## config.mk

```make
export PLATFORM = sky130hd
export DESIGN_NAME = mdio_master
export DESIGN_NICKNAME = d
export VERILOG_FILES = /design/src/rtl/mdio_master.sv
export SDC_FILE = /design/constraint.sdc
export NUM_CORES = 1
export LEC_CHECK = 0
export BUFFER_PORTS_ARGS = -buffer_cell sky130_fd_sc_hd__buf_2
export CAP_MARGIN = 20
export CORE_AREA = 2 2 106 108
export CTS_BUF_LIST = sky130_fd_sc_hd__clkbuf_4 sky130_fd_sc_hd__clkbuf_8
export DETAILED_ROUTE_END_ITERATION = 12
export DIE_AREA = 0 0 108 110
export SLEW_MARGIN = 20
export SYNTH_ARGS = -nofsm -noshare
export SYNTH_HDL_FRONTEND = slang
export SYNTH_SLANG_ARGS = --single-unit
```

## constraint.sdc

```tcl
create_clock -name clk -period 3.95 [get_ports clk]
set_input_delay 0.395 -clock clk [delete_from_list [all_inputs] [get_ports clk]]
set_output_delay 0.395 -clock clk [all_outputs]
set_load 0.05 [all_outputs]
```

## src/rtl/mdio_master.sv

```systemverilog
// mdio_master: Clause-22 MDIO management master. Serialises one read or write
// request into an MDC/MDIO frame, then returns read data and a turnaround-error flag.
// Optional build macro: MDIO_MASTER_PREAMBLE_SUPPRESS_EN omits the 32-bit preamble.
module mdio_master #(
  parameter int unsigned CLK_DIV = 10
) (
  input  logic        clk,
  input  logic        arst_n,
  input  logic        req_valid,
  output logic        req_ready,
  input  logic        req_write,
  input  logic [4:0]  req_phyad,
  input  logic [4:0]  req_regad,
  input  logic [15:0] req_wdata,
  output logic        rsp_valid,
  output logic [15:0] rsp_rdata,
  output logic        rsp_err,
  output logic        mdc,
  output logic        mdio_out,
  output logic        mdio_oe,
  input  logic        mdio_in
);

`ifdef MDIO_MASTER_PREAMBLE_SUPPRESS_EN
  localparam bit HasPre = 1'b0;
`else
  localparam bit HasPre = 1'b1;
`endif

  // Frame positions of the last bit and of the first turnaround bit
  localparam logic [5:0] LastIdx = HasPre ? 6'd63 : 6'd31;
  localparam logic [5:0] TaIdx   = HasPre ? 6'd46 : 6'd14;

  localparam int unsigned     DivW   = (CLK_DIV > 1) ? $clog2(CLK_DIV) : 1;
  localparam logic [DivW-1:0] DivMax = DivW'(CLK_DIV - 1);

  typedef enum logic [1:0] {StIdle, StShift, StGap, StDone} state_e;

  state_e          state_q;
  logic [DivW-1:0] div_q;
  logic [5:0]      bit_q;
  logic            write_q;
  logic            gap_half_q;
  logic [31:0]     frame_q;   // ST..DATA, MSB first; preamble is implied by bit index
  logic [16:0]     rd_sh_q;   // second TA bit followed by the 16 data bits

  logic [31:0]     new_frame;
  logic [5:0]      next_bit;
  logic            div_wrap;

  // Read frames drive 1s through TA/DATA so the pad idles high if oe is ignored
  assign new_frame = {2'b01, (req_write ? 2'b01 : 2'b10), req_phyad, req_regad,
                      (req_write ? {2'b10, req_wdata} : 18'h3FFFF)};
  assign next_bit  = bit_q + 6'd1;
  assign div_wrap  = (div_q == DivMax);

  // Bit idx of the frame: preamble ones for idx < 32, otherwise the captured word
  function automatic logic frame_bit(input logic [31:0] f, input logic [5:0] idx);
    return (HasPre && !idx[5]) ? 1'b1 : f[~idx[4:0]];
  endfunction

  // Frame sequencer with registered pad, clock and response outputs
  always_ff @(posedge clk or negedge arst_n) begin
    if (!arst_n) begin
      state_q    <= StIdle;
      div_q      <= '0;
      bit_q      <= '0;
      write_q    <= 1'b0;
      gap_half_q <= 1'b0;
      frame_q    <= '0;
      rd_sh_q    <= '0;
      req_ready  <= 1'b1;
      rsp_valid  <= 1'b0;
      rsp_rdata  <= '0;
      rsp_err    <= 1'b0;
      mdc        <= 1'b0;
      mdio_out   <= 1'b1;
      mdio_oe    <= 1'b0;
    end else begin
      unique case (state_q)
        StIdle: begin
          if (req_valid) begin
            state_q   <= StShift;
            req_ready <= 1'b0;
            write_q   <= req_write;
            frame_q   <= new_frame;
            rd_sh_q   <= '0;
            bit_q     <= '0;
            div_q     <= '0;
            mdc       <= 1'b0;
            mdio_out  <= frame_bit(new_frame, 6'd0);
            mdio_oe   <= 1'b1;
          end
        end
        StShift: begin
          div_q <= div_wrap ? '0 : div_q + 1'b1;
          if (div_wrap && !mdc) begin
            mdc <= 1'b1;
            // Capture from the second TA bit onward on the rising edge
            if (!write_q && (bit_q > TaIdx)) begin
              rd_sh_q <= {rd_sh_q[15:0], mdio_in};
            end
          end else if (div_wrap) begin
            mdc <= 1'b0;
            if (bit_q == LastIdx) begin
              state_q    <= StGap;
              mdio_oe    <= 1'b0;
              mdio_out   <= 1'b1;
              gap_half_q <= 1'b0;
            end else begin
              bit_q    <= next_bit;
              mdio_out <= frame_bit(frame_q, next_bit);
              mdio_oe  <= write_q || (next_bit < TaIdx);
            end
          end
        end
        StGap: begin
          // One full idle MDC period with mdc held low
          div_q <= div_wrap ? '0 : div_q + 1'b1;
          if (div_wrap) begin
            gap_half_q <= 1'b1;
            if (gap_half_q) begin
              state_q   <= StDone;
              rsp_valid <= 1'b1;
              rsp_err   <= !write_q && rd_sh_q[16];
              if (!write_q) begin
                rsp_rdata <= rd_sh_q[15:0];
              end
            end
          end
        end
        StDone: begin
          state_q   <= StIdle;
          rsp_valid <= 1'b0;
          req_ready <= 1'b1;
        end
        default: state_q <= StIdle;
      endcase
    end
  end

endmodule

```

==> Word level (Yosys, flattened, before mapping) <==
Index checks and enable logic that the tools add are counted.
{ "classes": {"add_sub_neg": 2, "n_mul": 0, "div_mod_pow": 0, "magnitude_cmp": 3, "eq_ne": 15, "shift": 0, "muxes": 46, "bitwise": 2, "reduce_logical": 25} }
{ "ops": {"columns": ["op", "count"], "rows": [
  ["$mux W17", 4],
  ["$pmux W17 S2", 1],
  ["$mux W6", 4],
  ["$mux W1", 18],
  ["$ne A2 B2 Y1 const B", 9],
  ["$mux W2", 7],
  ["$pmux W1 S2", 6],
  ["$pmux W6 S2", 1],
  ["$reduce_and A4 Y1", 3],
  ["$reduce_and A5 Y1", 2],
  ["$reduce_bool A2 Y1", 5],
  ["$reduce_and A3 Y1", 3],
  ["$mux W4", 2],
  ["$pmux W2 S4", 1],
  ["$pmux W4 S2", 1],
  ["$add A6 B1 Y6 const B", 1],
  ["$eq A6 B6 Y1 const B", 1],
  ["$gt A6 B6 Y1 const B", 1],
  ["$lt A5 B6 Y1 const B", 1],
  ["$lt A6 B6 Y1 const B", 1],
  ["$reduce_and A2 Y1", 3],
  ["$reduce_and A6 Y1", 1],
  ["$bmux W1 S5", 1],
  ["$not A5 Y5", 1],
  ["11 further kinds", 15]
]} }
{ "word_totals": {"register_bits": 84, "latchBits": 0, "ramBits": 0, "rom_bits": 0, "in_bits": 31, "out_inout_bits": 22, "word_cells": 107, "mem_count": 0} }

==> Logic depth before layout (Yosys ltp) <==
Gate-level depths: netlist of run 1.
{ "depth": {"word_depth": 9, "ltp_mapped": 11, "mapped_depth_nobuf": 7} }

==> Worst setup path before layout of run 1 <==
OpenSTA, ideal clock, no wires.
{ "synth_path": {"path_type": "flip-flop to flip-flop", "from": "register bit_q[0]", "to": "register mdio_out", "setup_time_ps": 93, "t_arrival_ps": 2120, "required_ps": 3857, "slack_ps": 1737, "stages_incl_launch_ff": 11, "path_buffers": 3, "synth_period_minus_slack_ps": 2213, "path_cell_list": "dfrtp_1 buf_6 buf_8 inv_1 ha_1 buf_6 mux4_2 mux2_2 o21ai_0 a31o_1 a32oi_1"} }
{ "synth_via": {"elab_chain_len": 9, "word_cells_on_any_way": 10, "cone_classes": "1 x add/sub; 1 x eq/ne; 7 x mux; 1 x bitwise"} }
{ "synth_lines": {"columns": ["element", "line", "text"], "rows": [
  ["from (decl)", "41", "logic [5:0] bit_q;"],
  ["from (signal assigned)", "111", "bit_q <= next_bit;"],
  ["$add A6 B1 Y6", "54", "assign next_bit = bit_q + 6'd1;"],
  ["$not A5 Y5", "59", "return (HasPre && !idx[5]) ? 1'b1 : f[~idx[4:0]];"],
  ["$bmux W1 S5", "59", null],
  ["$mux W1 (implied by the code)", "59", null],
  ["$mux W1", "59", null],
  ["$mux W1 (*)", "105", "if (bit_q == LastIdx) begin"],
  ["$mux W1 (*)", "103", "end else if (div_wrap) begin"],
  ["$mux W1 (*)", "97", "if (div_wrap && !mdc) begin"],
  ["$pmux W1 S2 (*)", "80", "unique case (state_q)"],
  ["to (signal assigned)", "91", "mdio_out <= frame_bit(new_frame, 6'd0);"],
  ["to (signal assigned)", "112", "mdio_out <= frame_bit(frame_q, next_bit);"],
  ["to (decl)", "19", "output logic mdio_out,"]
]} }
Every way passes the cells marked *; elsewhere a longest branch is shown, timed or not. The select of a mux whose other input is x is not followed.
A chain may end at the register's enable or synchronous reset.

==> Worst setup path in the final report of run 1 <==
{ "layout_path": {"from": "register state_q[1]", "to": "register rd_sh_q[14]"} }
{ "layout_via": {"elab_chain_len": 3, "word_cells_on_any_way": 8, "cone_classes": "4 x eq/ne; 1 x mux; 3 x reduce/logical"} }
{ "layout_lines": {"columns": ["element", "line", "text"], "rows": [
  ["from (decl)", "39", "state_e state_q;"],
  ["from (signal assigned)", "65", "state_q <= StIdle;"],
  ["from (signal assigned)", "83", "state_q <= StShift;"],
  ["from (signal assigned)", "106", "state_q <= StGap;"],
  ["$eq A2 B1 Y1 / $logic_not A2 Y1 (equally long branches)", "80", null],
  ["$ne A2 B2 Y1 (no source line) / $reduce_bool A2 Y1 (equally long branches)", null, null],
  ["$reduce_and A4 Y1 (no source line)", null, null],
  ["to (signal assigned)", "101", "rd_sh_q <= {rd_sh_q[15:0], mdio_in};"],
  ["to (decl)", "45", "logic [16:0] rd_sh_q;"]
]} }
Parallel ways exist; a longest one is shown, timed or not.

==> results of run 1 <==
==> state kept, by name, indices dropped and copies added (netlist names), 2 cells and up <==
signal and flops:
div_q 4, rd_sh_q 17, frame_q 29, bit_q 6
state_q 2, rsp_rdata 16
==> area by class of cell <==
class	instances	area [um2]	area share
clock buffer	9	123.9	0.02679
tap	140	175.2	0.03788
multi-input combinational	242	1862	0.4026
timing repair buffer	55	289.0	0.06250
clock inverter	7	85.08	0.01840
sequential	81	2029	0.4389
inverter	16	60.06	0.01299
==> worst max-delay path by stage <==
stage                from     endpoint  slack [ps]  cells after the start
2_1_floorplan    bit_q[0]     mdio_out        1740                     10
3_3_place_gp   state_q[1]  rd_sh_q[10]        1330                      5
3_5_place_dp   state_q[1]  rd_sh_q[14]        1280                      5
4_1_cts        state_q[1]  rd_sh_q[14]        1280                      5
5_1_grt        state_q[1]  rd_sh_q[12]        1000                      5
6_report       state_q[1]  rd_sh_q[14]        1290                      5
==> per-layer routing <==
layer / vias up / GRT usage
li1: 1367 / -
met1: 1355 / 0.1887
met2: 55 / 0.2426
met3: 9 / 0.03645
met4: 0 / 0.04945
met5: - / 0
==> cells in the mapped netlist, drive strengths merged (8+ instances only) <==
library cell	n
a21o	11
a21oi	9
buf	13
clkbuf	11
dfrtp	79
ha	8
inv	16
mux2	29
mux2i	14
nand2	46
nor2b	17
nor4	9
o21ai	30
==> power by group <==
part	switching [mW]	internal, mW	total, mW
Combinational	0.0241	0.0154	0.0394
Clock	0.335	0.304	0.639
Sequential	0	0.828	0.828
==> worst reg2reg max path, delay by kind of cell, from the launching register on <==
family | cells | cell delay [ps]
AO/OA/AOI/OAI | 1 | 610
adder cells (fa/ha/maj) | 1 | 430
buffers and inverters | 1 | 70
flip-flops | 1 | 390
multiplexers | 2 | 1100
==> kinds of logic after synthesis <==
| kind of cell | count (synthesis) | synth area share |
|---|---|---|
| fa+ha+maj | 8 | 0.02437 |
| simple gates | 105 | 0.1438 |
| buf+inv | 40 | 0.05330 |
| flops | 81 | 0.4941 |
| mux | 50 | 0.1520 |
| compound gates | 73 | 0.1151 |
| xor+xnor | 6 | 0.01736 |
==> results.md, run 1 <==
- The H-tree was split into 3 levels.
- In this run the static leakage power is ~2.4 nW.
- Counting flops with a built-in enable in the synthesized netlist gives 0.
- Global routing finished with a remaining overflow of 0.
- Once layout is complete, the utilization of the core stands at 0.4323.
- Clock tree synthesis inserted a total of 9 buffers.
- The number of port buffers is 52.
- The mean routed wirelength per cell is roughly 14 um.
- The number of failing hold endpoints at the final stage was 0.
- Row generation in the floorplan step produced 38 rows.
- After layout, the worst setup slack is 1290 ps.
- The CTS tree is built.
- The initial antenna violation count is 0.
- The post-CTS setup buffer count is 0.
- The number of slew-limit violations in the final report came to 0.
- The proportion of synthesized chip area in sequential cells is 0.4941.
- In this run the critical register-to-register path is launched from state_q[1].
- The remaining antenna violation count is 0.
- STA classifies the critical path endpoint as a flop.
- The library cell appearing most often on the critical path is sky130_fd_sc_hd__mux2i_1.
- The worst setup path is launched from a flop.
- The part of the cycle the worst path needs is 0.6734.
- The post-detailed-placement cell area is between 0.004 and 0.005 mm2.
- The overall routing resource usage is 0.1464.
- In this run the deepest clock path goes through 2 buffers.
- The pin count of the biggest net entering global routing is 82.
- The final cell count without fillers is 550.
- The cell type with the largest total area after synthesis is sky130_fd_sc_hd__dfrtp_1.
- The class of the tightest hold or removal check is input port to async pin.
- The accumulated negative setup slack is 0 ps.
- 0 antenna diodes ended up in the layout.
- The die covers 0.01188 mm2.
- Setup repair after global routing left no endpoint under its margin.
- Measured against its own limit, the worst slew margin works out to 0.3458.
- During I/O placement, the number of pins put on the boundary was 53.
- The gate count of the mapped netlist is around 360.
- In this run, distinct cell masters in the synthesized netlist total 55.
- The final-layout worst hold slack is around 38 ps.
- The wire length on met1 is 3708 um.
- The detailed-route vias per instance is 5.065.
- The critical path in this run is classified as flop to flop.
- On the critical path, the stage with the largest delay is an instance of sky130_fd_sc_hd__mux2i_1.
- For this block, the initial DRC count from the detailed router was slightly above 80.
- The horizontal die dimension is 108 um.
- After floorplanning, the core was sized to cover approximately 0.011 mm2.
- Counting flops and latches in the post-synthesis netlist gives 81.
- The final layout contains routed wiring with a total length of just under 8000 um.
- The vias after detailed routing is 2786.
- Detailed routing placed a total of between 3000 and 4000 um of wire on met2.
- The starting density of the core is 0.3840.
- Of the post-synthesis cell area, the dominant cell type holds 0.4813.
- In the final design database the tool counted around 440 nets.
- The finished cells cover 0.004624 mm2.
- For this design, the CTS-stage hold fixing added 0 buffers.
- The endpoint of the most critical register-to-register path is rd_sh_q[14].
- The most common flop cell mapped by yosys is sky130_fd_sc_hd__dfrtp_1.
- Across the run, the number of max-cap violations was 0.
- Traced cell by cell, the critical path runs through inv_1 > ha_1 > mux2i_1 > a21o_1 > mux2i_1.
- The post-synthesis instance area is between 0.004 and 0.005 mm2.
- The worst-case IR drop observed on VDD is 0.0001694 V.
- The global-route wire length before repair is 13640 um.
- In the post-synthesis netlist, the biggest area contributors are sky130_fd_sc_hd__dfrtp_1 (48%), sky130_fd_sc_hd__mux2_2 (8.0%), sky130_fd_sc_hd__nand2_1 (4.2%).
- The number of cells on the worst reg-to-reg path is 5.
- The fmax is around 380 MHz.
- The data arrival time at the worst-slack endpoint is between 2000 and 3000 ps.
- The net count after synthesis is 402.
- The HPWL after detailed placement is between 5000 and 6000 um.
- The total of fill cells in the finished design is between 1k and 1.5k.
- Once placement completed, the tool counted placed cells totaling between 500 and 600.
- The height of the die is roughly 110 um.
- The number of buffer and inverter stages on the critical path is 1.
- The total power is 1.507 mW.
- The number of global-route vias before repair came to 2859.
- The actual slew at the worst max-slew pin is 954.1 ps.
- Prior to clock tree synthesis, the placed netlist has a worst setup slack of 1278 ps.
- The setup-violating endpoint count in the final report is 0.
- Of the cells placed in the final design, the portion with a size suffix greater than 1 is 0.3073.
- The maximum clock skew at final layout is about 12 ps.
- The slack of the worst reg-to-reg path is 1290 ps.
- The layout overhead on the synthesized area is 12.58%.
- The fraction of registers with async set/reset is 1.000.
- The post-cts gate resize count is 0.
- Signal routing reaches up to met4.
- Routability-driven placement finished with a final weighted congestion of 0.7947.
- The clock latency on the worst-skew pair is roughly 360 ps.
- For this run, design rule violations remaining after detail routing come to 0.
- Clock-pin slew was measured on the worst setup and hold paths at 100 ps.
- For this design the ratio of total power to cell area is 325.8 mW/mm2.
- Among cell families on the critical path, the largest total delay comes from multiplexers.
- The number of iterations in the first detailed-routing pass is 4.
- In this run the worst path has a maximum fanout of 20.
- The clock net sink count is 81.
- The post-layout minimum cycle time is between 2000 and 3000 ps.
- Averaged over all synthesized cells, the footprint is about 11 um2.
- The routed design uses 312 um of met3 wire.
- The run finished with clean final reports.
- In the layout the commonest cells are sky130_fd_sc_hd__dfrtp_1 (79), sky130_fd_sc_hd__buf_2 (51), sky130_fd_sc_hd__nand2_1 (45).
- STA puts the critical path data required time at 4240 ps.
- Leaving out fill and tap cells, the most frequent cell in the layout is sky130_fd_sc_hd__dfrtp_1.
- The Yosys step of the flow raised 0 warnings.
- The largest single stage delay on the critical path is 830 ps.
- The cell at the root of the clock tree is sky130_fd_sc_hd__clkbuf_8.
(Power assumes the default switching activity.)
==> inputs of run 2 (changes only) <==
Clock period 3.95 ns to 2.6 ns, I/O delays scaled along.
==> results.md, run 2 (synthesis gave the netlist of run 1 again) <==
- The final-layout worst hold slack is 130.9 ps (was 37.86 ps).
- The commonest non-fill, non-tap cell in the layout is sky130_fd_sc_hd__dfrtp_1 (unchanged).
- The class of the tightest hold or removal check is input port to flop (was input port to async pin).
- The sum of routed wire length over all layers is 7942 um (was 7851 um).
- The critical path startpoint category is a flop (unchanged).
- The placed instance count is 540 (was 534).
- The actual slew at the worst max-slew pin is 759.4 ps (was 954.1 ps).
- The post-layout minimum cycle time is 2174 ps (was 2660 ps).
- Status: complete, no violations (unchanged).
- The leakage power is 2.375 nW (was 2.352 nW).
- The endpoint class of the critical path is a flop (unchanged).
- The maximum clock skew at final layout is 12.66 ps (was 12.11 ps).
- The vias after detailed routing is 2760 (was 2786).
- The final cell count without fillers is 557 (was 550).
- The level count of the clock H-tree is 3 (unchanged).
- The clock net sink count is 81 (unchanged).
- The slack of the worst reg-to-reg path is 430 ps (was 1290 ps).
- The sink of the worst hold path is frame_q[27].
- The fraction of final layout cells with drive strength greater than 1 came to 0.3141 (was 0.3073).
- The floorplan core area is 0.01070 mm2 (unchanged).
- The HPWL after detailed placement came to 5350 um (was 5479 um).
- The accumulated negative setup slack was 0 ps (unchanged).
- The number of buffer and inverter stages on the critical path was 0 (was 1).
- The layout overhead on the synthesized area is 13.28% (was 12.58%).
- The worst relative slew slack was 0.4938 (was 0.3458).
- The critical path start-end classification is flop to flop (unchanged).
- The number of cells on the worst hold path is 2.
- The endpoint of the most critical register-to-register path is mdio_out (was rd_sh_q[14]).
- The post-cts gate resize count came to 0 (unchanged).
- The cell at the root of the clock tree is sky130_fd_sc_hd__clkbuf_8 (unchanged).
- The remaining antenna violation count is 0 (unchanged).
- Top library cells by usage in the layout, fill and taps aside: sky130_fd_sc_hd__dfrtp_1 (79), sky130_fd_sc_hd__buf_2 (51), sky130_fd_sc_hd__nand2_1 (46) (was sky130_fd_sc_hd__dfrtp_1 (79), sky130_fd_sc_hd__buf_2 (51), sky130_fd_sc_hd__nand2_1 (45)).
- The number of slew-limit violations in the final report was 0 (unchanged).
- The total of fill cells in the finished design came to 1058 (was 1062).
- The register area was 0.002029 mm2 (unchanged).
- The fmax is 460.0 MHz (was 376.0 MHz).
- The number of global-route vias before repair is 2807 (was 2859).
- The flip-flop count of the largest register after layout is 29 (unchanged).
- The number of cells on the worst reg-to-reg path is 6 (was 5).
- The count of inserted antenna diode cells came to 0 (unchanged).
- The CTS tree is built (unchanged).
- The worst voltage drop across the vdd grid is 0.0002210 V (was 0.0001694 V).
- The part of the cycle the worst path needs came to 0.8360 (was 0.6734).
- The number of nets at the end of the flow is 451 (was 444).
- The global placement routability congestion is 0.7753 (was 0.7947).
- The post-CTS setup buffer count is 0 (unchanged).
- The global-route wire length before repair is 13580 um (was 13640 um).
- The number of failing hold endpoints at the final stage is 0 (unchanged).
- The data arrival time at the worst-slack endpoint is 2440 ps (was 2950 ps).
- The DRC violation count after routing came to 0 (unchanged).
- The die outline area is 0.01188 mm2 (unchanged).
- The number of iterations in the first detailed-routing pass is 4 (unchanged).
- The total of max-cap violations is 0 (unchanged).
- The clock latency on the worst-skew pair is 360 ps (about the same).
- The maximum count of clock buffers along a single path is 2 (unchanged).
- The horizontal die dimension came to 108 um (unchanged).
- The cell with the largest stage delay on the worst path is sky130_fd_sc_hd__mux4_2 (was sky130_fd_sc_hd__mux2i_1).
- The remaining global-route overflow is 0 (unchanged).
- The mean routed wirelength per cell was 14.26 um (was 14.27 um).
- The starting density of the core came to 0.3840 (unchanged).
- The number of port buffers came to 52 (unchanged).
- The detailed-route vias per instance is 4.955 (was 5.065).
- The family with the most delay on the worst path is multiplexers (unchanged).
- The worst reg2reg path startpoint is bit_q[1] (was state_q[1]).
- The required time of the critical path is 2870 ps (was 4240 ps).
- Unrepaired setup endpoints after global routing: no (unchanged).
- The number of top-level pins was 53 (unchanged).
- The DRC marker count from the first detailed-route iteration is 149 (was 82).
- The height of the die was 110 um (unchanged).
- The overall routing resource usage is 0.1452 (was 0.1464).
- The power per cell area is 471.5 mW/mm2 (was 325.8 mW/mm2).
- The quantity of hold-fixing buffers added after cts is 0 (unchanged).
- The setup-violating endpoint count in the final report is 0 (unchanged).
- In this run the most critical hold path is launched from req_phyad[4].
- The number of buffers inserted during clock tree synthesis is 9 (unchanged).
- The maximum fanout count along the critical path was 8 (was 20).
- Critical path, cell by cell: ha_1 > mux4_2 > mux2_2 > o21ai_0 > a31o_1 > a32oi_1 (was inv_1 > ha_1 > mux2i_1 > a21o_1 > mux2i_1).
- The top register by number of flip-flops is frame_q (unchanged).
- The clock-pin transition on the worst setup and hold timing paths came to 90 ps (was 100 ps).
- The maximum cell stage delay along the critical path was 520 ps (was 830 ps).
- The pin count of the biggest net entering global routing is 82 (unchanged).
- Largest registers: frame_q: 29 flops, rd_sh_q: 17 flops, rsp_rdata: 16 flops (unchanged).
- The initial antenna violation count is 0 (unchanged).
- The multi-input combinational cell area is 0.001859 mm2 (was 0.001862 mm2).
- The floorplan row count is 38 (unchanged).
-- run 2: cell count changes in the layout (fill, tap and decap cells not counted), sizes merged --
cell / before / now
clkinv: 1 / 2
bufinv: 1 / 0
dlygate4sd3: 0 / 1
buf: 55 / 61
-- run 2: worst reg2reg max path, cell delays in order, from the launching register on --
cell	delay, ps
sky130_fd_sc_hd__dfrtp_1	500
sky130_fd_sc_hd__ha_1	460
sky130_fd_sc_hd__mux4_2	520
sky130_fd_sc_hd__mux2_2	260
sky130_fd_sc_hd__o21ai_0	140
sky130_fd_sc_hd__a31o_1	110
sky130_fd_sc_hd__a32oi_1	90
-- run 2: through the flow --
step	power (mW)	instance area (um2)	utilization	setup slack [ps]
6_report	2.194	4653	0.4350	426.3
5_1_grt	2.292	4653	0.4350	283.2
4_1_cts	2.241	4639	0.4337	420.6
2_1_floorplan	1.295	4108	-	386.7
3_3_place_gp	1.345	4454	0.4164	461.4
3_5_place_dp	1.346	4454	0.4164	446.7
-- run 2: power breakdown --
part | internal (mW) | total, mW | leakage, nW | switching [mW]
clock | 0.363 | 0.874 | 0.0884 | 0.511
sequential | 1.26 | 1.26 | 1.05 | 0
combinational | 0.0242 | 0.0611 | 1.23 | 0.0369
-- run 2: how the worst max path moves through the flow --
stage / to / cells past startpoint / from
final: mdio_out / 6 / bit_q[1]
after global routing: mdio_out / 7 / state_q[0]
after CTS: mdio_out / 6 / bit_q[1]
after detailed placement: mdio_out / 6 / bit_q[1]
after global placement: mdio_out / 6 / bit_q[1]
after floorplan: mdio_out / 10 / bit_q[0]
-- run 2: cell type report --
class	instances	area share
flip-flops and latches	81	0.4361
multi-input cells	242	0.3996
repair buffers	62	0.07394
well taps	140	0.03764
clock buffers	9	0.02662
clock inverters	7	0.01318
inverters	16	0.01291
-- run 2: layer usage --
metal | routed length (um) | up-vias | GRT usage | share of wire
li1 | - | 1374 | - | -
met1 | 3919 | 1314 | 0.1944 | 0.49
met2 | 3593 | 59 | 0.2300 | 0.45
met3 | 319 | 13 | 0.03527 | 0.040
met4 | 109 | 0 | 0.05311 | 0.014
met5 | 0 | - | 0 | 0
